File: config.mk
export PLATFORM = sky130hd
export DESIGN_NAME = sad16x16_best_mv_select
export DESIGN_NICKNAME = d
export VERILOG_FILES = /design/src/rtl/sad16x16_best_mv_select.sv
export SDC_FILE = /design/constraint.sdc
export NUM_CORES = 1
export LEC_CHECK = 0
export CORE_AREA = 3 3 109 132
export CTS_BUF_LIST = sky130_fd_sc_hd__clkbuf_2 sky130_fd_sc_hd__clkbuf_4 sky130_fd_sc_hd__clkbuf_8
export DETAILED_ROUTE_END_ITERATION = 12
export DIE_AREA = 0 0 112 135
export GPL_TIMING_DRIVEN = 0
export PLACE_DENSITY = 0.85
export SLEW_MARGIN = 15
export SYNTH_ARGS = -nofsm -noshare
export SYNTH_HDL_FRONTEND = slang
export SYNTH_SLANG_ARGS = --single-unit
File: constraint.sdc
create_clock -name clk -period 7.1 [get_ports clk]
set_clock_uncertainty 0.1 [all_clocks]
set_input_delay 1.775 -clock clk [delete_from_list [all_inputs] [get_ports clk]]
set_output_delay 1.775 -clock clk [all_outputs]
set_load 0.005 [all_outputs]
File: src/rtl/sad16x16_best_mv_select.sv
// sad16x16_best_mv_select: per-lane min-SAD/MV tracker over one search window; in: SAD16x16 lanes + search counts, out: best_sad/best_mv_x/best_mv_y, result_valid, busy, sample_count
module sad16x16_best_mv_select #(
  parameter int SAD_W = 16,
  parameter int NUM_BLK = 4,
  parameter int COL_LAST = 31,
  parameter int ROW_LAST = 127,
  parameter int COL_CENTER = 16,
  parameter int ROW_CENTER = 64
) (
  input  logic                     clk,
  input  logic                     rst,
  input  logic                     start,
  input  logic                     sad_valid,
  input  logic [NUM_BLK*SAD_W-1:0] SAD16x16,
  input  logic [4:0]               search_column_count,
  input  logic [6:0]               search_row_count,
  output logic [NUM_BLK*SAD_W-1:0] best_sad,
  output logic [NUM_BLK*6-1:0]     best_mv_x,
  output logic [NUM_BLK*8-1:0]     best_mv_y,
  output logic                     result_valid,
  output logic                     busy,
  output logic [11:0]              sample_count
);
  typedef enum logic [1:0] {IDLE, SEARCH, DONE} state_t;
  state_t state, state_n;
  logic take, last;
  logic [5:0] mv_x;
  logic [7:0] mv_y;
  always_comb begin
    take = state == SEARCH && sad_valid && !start;
    last = take && search_column_count == 5'(COL_LAST) && search_row_count == 7'(ROW_LAST);
    mv_x = {1'b0, search_column_count} - 6'(COL_CENTER);
    mv_y = {1'b0, search_row_count} - 8'(ROW_CENTER);
    state_n = start ? SEARCH : last ? DONE : state == SEARCH ? SEARCH : IDLE;
    result_valid = state == DONE;
    busy = state == SEARCH;
  end
  always_ff @(posedge clk) begin
    state <= rst ? IDLE : state_n;
    sample_count <= rst || start ? '0 : take && sample_count != '1 ? sample_count + 1'b1 : sample_count;
    for (int i = 0; i < NUM_BLK; i++)
      if (rst || start) begin
        best_sad[i*SAD_W +: SAD_W] <= '1;
        best_mv_x[i*6 +: 6] <= '0;
        best_mv_y[i*8 +: 8] <= '0;
      end else if (take && SAD16x16[i*SAD_W +: SAD_W] < best_sad[i*SAD_W +: SAD_W]) begin
        best_sad[i*SAD_W +: SAD_W] <= SAD16x16[i*SAD_W +: SAD_W];
        best_mv_x[i*6 +: 6] <= mv_x;
        best_mv_y[i*8 +: 8] <= mv_y;
      end
  end
endmodule

# == Word level (Yosys, flattened, before mapping) ==
# Cells that the tools add are included.
# classes
bitwise,0
magnitude_cmp,4
shifts,0
n_eq_ne,5
multipliers,0
mux,3
div_mod_pow,0
reduce_logical,12
add_sub_neg,3
# op_table
op,count
$lt 16x16->1,4
$add 12x1->12 const B,1
$ne 12x12->1 const B,1
$logic_and 1x1->1,9
$sub 7x7->8 const B,1
$eq 7x7->1 const B,1
$sub 5x5->6 const B,1
$eq 5x5->1 const B,1
$eq 2x1->1 const B,1
$eq 2x2->1 const B,1
$mux 1,2
$mux 2,1
$reduce_or 2->1,1
$logic_not 1->1,1
$logic_or 1x1->1,1
# word_totals
mem_bits_ro,0
n_memories,0
regBits,134
in_bits,80
ramBits,0
latch_bits,0
output_inout_bits,134
elab_cells,42

# == Logic depth before layout (Yosys ltp) ==
# logic_depth
word_depth,7
mapped_depth,9
depth_no_buf,7

# == Worst setup path after synthesis ==
# Ideal clock, no wire load.
# synth_timing
path_type,input port to flip-flop
from,in SAD16x16[46]
to,reg best_mv_x[14]
arrival_ns,3.768
setup_ns,0.072
path_buffers,2
path_stages,8
setup_slack_ns,3.160
required_ns,6.928
path_cell_list,ha_1 -> nand4_1 -> or3_1 -> a2111oi_0 -> or3_1 -> clkbuf_1 -> buf_4 -> mux2i_1
# synth_between
elab_chain_cells,2
# synth_rtl
element,line,text
from (decl),14,"input logic [NUM_BLK*SAD_W-1:0] SAD16x16,"
$lt 16x16->1,46,end else if (take && SAD16x16[i*SAD_W +: SAD_W] < best_sad[i*SAD_W +: SAD_W]) begin
$logic_and 1x1->1,46,
"to (signal, indexed assignment)",48,best_mv_x[i*6 +: 6] <= mv_x;
to (decl),18,"output logic [NUM_BLK*6-1:0] best_mv_x,"
# Every way passes these cells.
# A chain may end at the register's enable or synchronous reset.

# == Worst setup path in the final report ==
# layout_timing
from,in SAD16x16[46]
to,reg best_mv_y[19]
# layout_between
elab_chain_cells,2
# layout_rtl
element,line,text
$lt 16x16->1,46,
$logic_and 1x1->1,46,
"to (signal, indexed assignment)",49,best_mv_y[i*8 +: 8] <= mv_y;
to (decl),19,"output logic [NUM_BLK*8-1:0] best_mv_y,"
# Every way passes these cells.

==> impl_metrics.csv <==
group,metric,value,unit
status,status,"finished, final reports clean",
min_path,hold_depth,2,
setup_path,path_class,"input pin to flop",
logic_synthesis,syn_inst,747,
timing,rsz0062_at_grt,"false",
timing,setup-tns-final,0,ps
timing,hold_violations,0,
placement,place_ws,2364,ps
setup_path,r2r-start,"best_sad[47]",
cts,cts.clk_slew.worst_paths,80,ps
logic_synthesis,yosys-top-cells-area,"dfxtp_1 38%, mux2i_1 17%, ha_1 12%",
logic_synthesis,yosysWarnings,0,
layout,n_fill_cell,1007,
detailed_routing,wl_per_cell,15.61,um
placement,dpl.hpwl,14020,um
timing,fin_ws,2804,ps
grt,grt_remaining_overflow,0,
floorplanning,die_w,112,um
power,p_leak,4.360,nW
grt,grt_pass1_vias,6041,
logic_synthesis,synth_seq_area_share,0.3846,
timing,relSlewSlack,0.5779,
detailed_routing,drt_iter0_drc,250,
setup_path,r2r_cells,9,
detailed_routing,drc_errors,0,
cts,clk_path_buf_depth,2,
layout,final-seq-area,2522,sq um
detailed_routing,drtAntennaViolNets,0,
timing,finalSetupViolCount,0,
setup_path,worstSetupStartpointType,"input pin",
cts,cts_hold_buffers,0,
detailed_routing,vias,5953,
logic_synthesis,async_reset_ff_frac,0,
floorplanning,die_area,15120,sq um
detailed_routing,drt_pass1_iterations,6,
logic_synthesis,synth_area,6559,sq um
grt,track_usage,0.2410,
min_path,hold_start,"best_mv_x[0]",
layout,final_cells,1160,
logic_synthesis,ys_ff_latch,126,
cts,cts-resized-gates,0,
setup_path,cp-end-kind,"flop",
cts,numCtsBuffers,17,
logic_synthesis,synth_edf_count,0,
logic_synthesis,synth_cell_type_count,47,
setup_path,regToRegSetupSlack,4180,ps
floorplanning,coreArea,13180,sq um
logic_synthesis,yosysTopAreaCellShare,0.3846,
cts,clkLatencyLatePin,460,ps
timing,fin_crit,4296,ps
setup_path,cp-startpoint,"SAD16x16[46]",
setup_path,cp_max_fo,10,
layout,multi_input_area,3562,sq um
logic_synthesis,yosysTopAreaCell,"dfxtp_1",
min_path,min_to,"best_mv_x[0]",
setup_path,r2r_end,"best_mv_y[19]",
detailed_routing,routed_wl,18110,um
placement,placed_cells,1128,
power,pwr_density_cell,164.5,nW/um^2
timing,final-max-slew-violation-count,0,
grt,antenna_found_initial,0,
detailed_routing,vias_per_cell,5.132,
placement,gp_congestion,0.8011,
grt,grt_pass1_wl,29470,um
floorplanning,design.portCount,214,
run,drv_cap,0,
setup_path,critPathArrivalTime,4580,ps
cts,cts.sinks,126,
grt,grt_max_degree,17,
layout,syn2layout_area_growth,41.85,%
logic_synthesis,ys.flop_type,"dfxtp_1",
cts,cts_max_level,4,
layout,diodes,0,
floorplanning,die_h,135,um
timing,min_period_over_period,0.6051,
timing,tightest_slew,617.2,ps
floorplanning,start_util,0.4976,
cts,cts-root-buf,"clkbuf_8",
cts,cts_tree,"yes",
setup_path,worstPathRequired,7390,ps
cts,post-cts-setup-buffer-count,0,
floorplanning,rows,46,
placement,io_buffers,213,
logic_synthesis,synth_area_per_cell,8.780,sq um
power,irDropWorstVdd,0.0001433,V
logic_synthesis,syn-num-nets,888,
timing,fmax,232.8,MHz
layout,nNetsFinal,1120,
min_path,hold_class,"flop to flop",
power,total_power,0.001531,W
layout,final_layout_size_suffix_gt1_frac,0.05948,
## worst max-delay path by stage
stage	endpoint	slack [ps]	cells past startpoint
floorplan	best_mv_x[14]	3160	8
global route	best_mv_x[14]	2540	9
detailed placement	best_mv_y[22]	2360	9
CTS	best_mv_y[19]	2840	9
global placement	best_mv_y[21]	2370	9
finish	best_mv_y[19]	2800	9
## layout make-up
cell class / instances / area share
multi-input cells: 510 / 0.3829
plain buffers: 45 / 0.02434
clock buffers: 17 / 0.02515
inverters: 66 / 0.02663
flip-flops and latches: 126 / 0.2711
clock inverters: 15 / 0.01815
well taps: 168 / 0.02259
repair buffers: 213 / 0.2292
## stage by stage
| stage | utilization | hold WS (ps) | cell area (sq um) |
|---|---|---|---|
| final | 0.7059 | 360.4 | 9304 |
| after global routing | 0.7059 | 382.0 | 9304 |
| after CTS | 0.7059 | 364.3 | 9304 |
| after detailed placement | 0.6753 | 346.8 | 8901 |
| after global placement | 0.6753 | 341.5 | 8901 |
| after floorplan | - | 351.1 | 6559 |
## cells by family (layout without fill, tap and decap cells)
group,Yosys count,after routing,synth area share
flip-flops,126,126,0.3846
AO/OA/AOI/OAI,53,53,0.05609
multiplexers,113,113,0.1725
AND/OR/NAND/NOR,275,275,0.1875
buffers and inverters,111,356,0.07230
XOR/XNOR,8,8,0.01068
adder cells (fa/ha/maj),61,61,0.1164
## report_power, final
group / switching [W] / internal (W) / leakage (nW)
clock: 0.000324 / 0.000322 / 0.204
combinational: 0.0000776 / 0.0000875 / 3.14
sequential: 0.00000559 / 0.000714 / 1.02
total: 0.000407 / 0.00112 / 4.36
## cells in the mapped netlist (3+ instances only)
library cell  number
nand2b_1           4
and3_1             3
dfxtp_1          126
a2111oi_0          6
buf_2              7
a21o_1            10
nand2_1           71
a21oi_1           13
and4_1             3
or3_1              6
mux2i_1          113
o21a_1             4
xor2_1             7
inv_1             66
nor2_1           146
nor3_1             8
o211ai_1           6
nor2b_1            4
o21ai_0            5
nand4_1            8
clkbuf_1          25
nand3_1            6
ha_1              61
buf_4             11
## worst max-delay path, stage by stage
cell             delay (ps)
clkdlybuf4s50_1         440
ha_1                    310
nand4_1                 140
or3_1                   390
a2111oi_0               570
or3_1                   250
clkbuf_1                200
buf_4                   280
mux2i_1                 220
## per-layer routing
layer / part of all wire / wire length, um / track usage / vias to the layer above
li1: - / - / - / 2970
met4: 0.030 / 540 / 0.1009 / 0
met1: 0.41 / 7407 / 0.2758 / 2745
met5: 0 / 0 / 0 / -
met3: 0.062 / 1127 / 0.06365 / 40
met2: 0.50 / 9033 / 0.4257 / 198
## registers in the layout, indices dropped and copies added, names as in the netlist
name / count
best_mv_x: 20
state: 2
best_mv_y: 28
sample_count: 12
best_sad: 64
## cell usage in the layout, fill, tap and decap left out, types with 2 or more instances in the layout
master and count:
a2111oi_0 6, a211oi_1 2, a21o_1 10, a21oi_1 13
a221oi_1 2, and3_1 3, and4_1 3, buf_2 7
buf_4 11, bufinv_16 2, clkbuf_1 25, clkbuf_8 17
clkdlybuf4s50_1 213, dfxtp_1 126, ha_1 61, inv_1 66
inv_6 10, mux2i_1 113, nand2_1 71, nand2b_1 4
nand3_1 6, nand4_1 8, nor2_1 146, nor2b_1 4
nor3_1 8, nor4_1 2, o211ai_1 6, o21a_1 4
o21ai_0 5, or2_2 2, or3_1 6, or4_1 2
xor2_1 7
(Power assumes the default switching activity.)
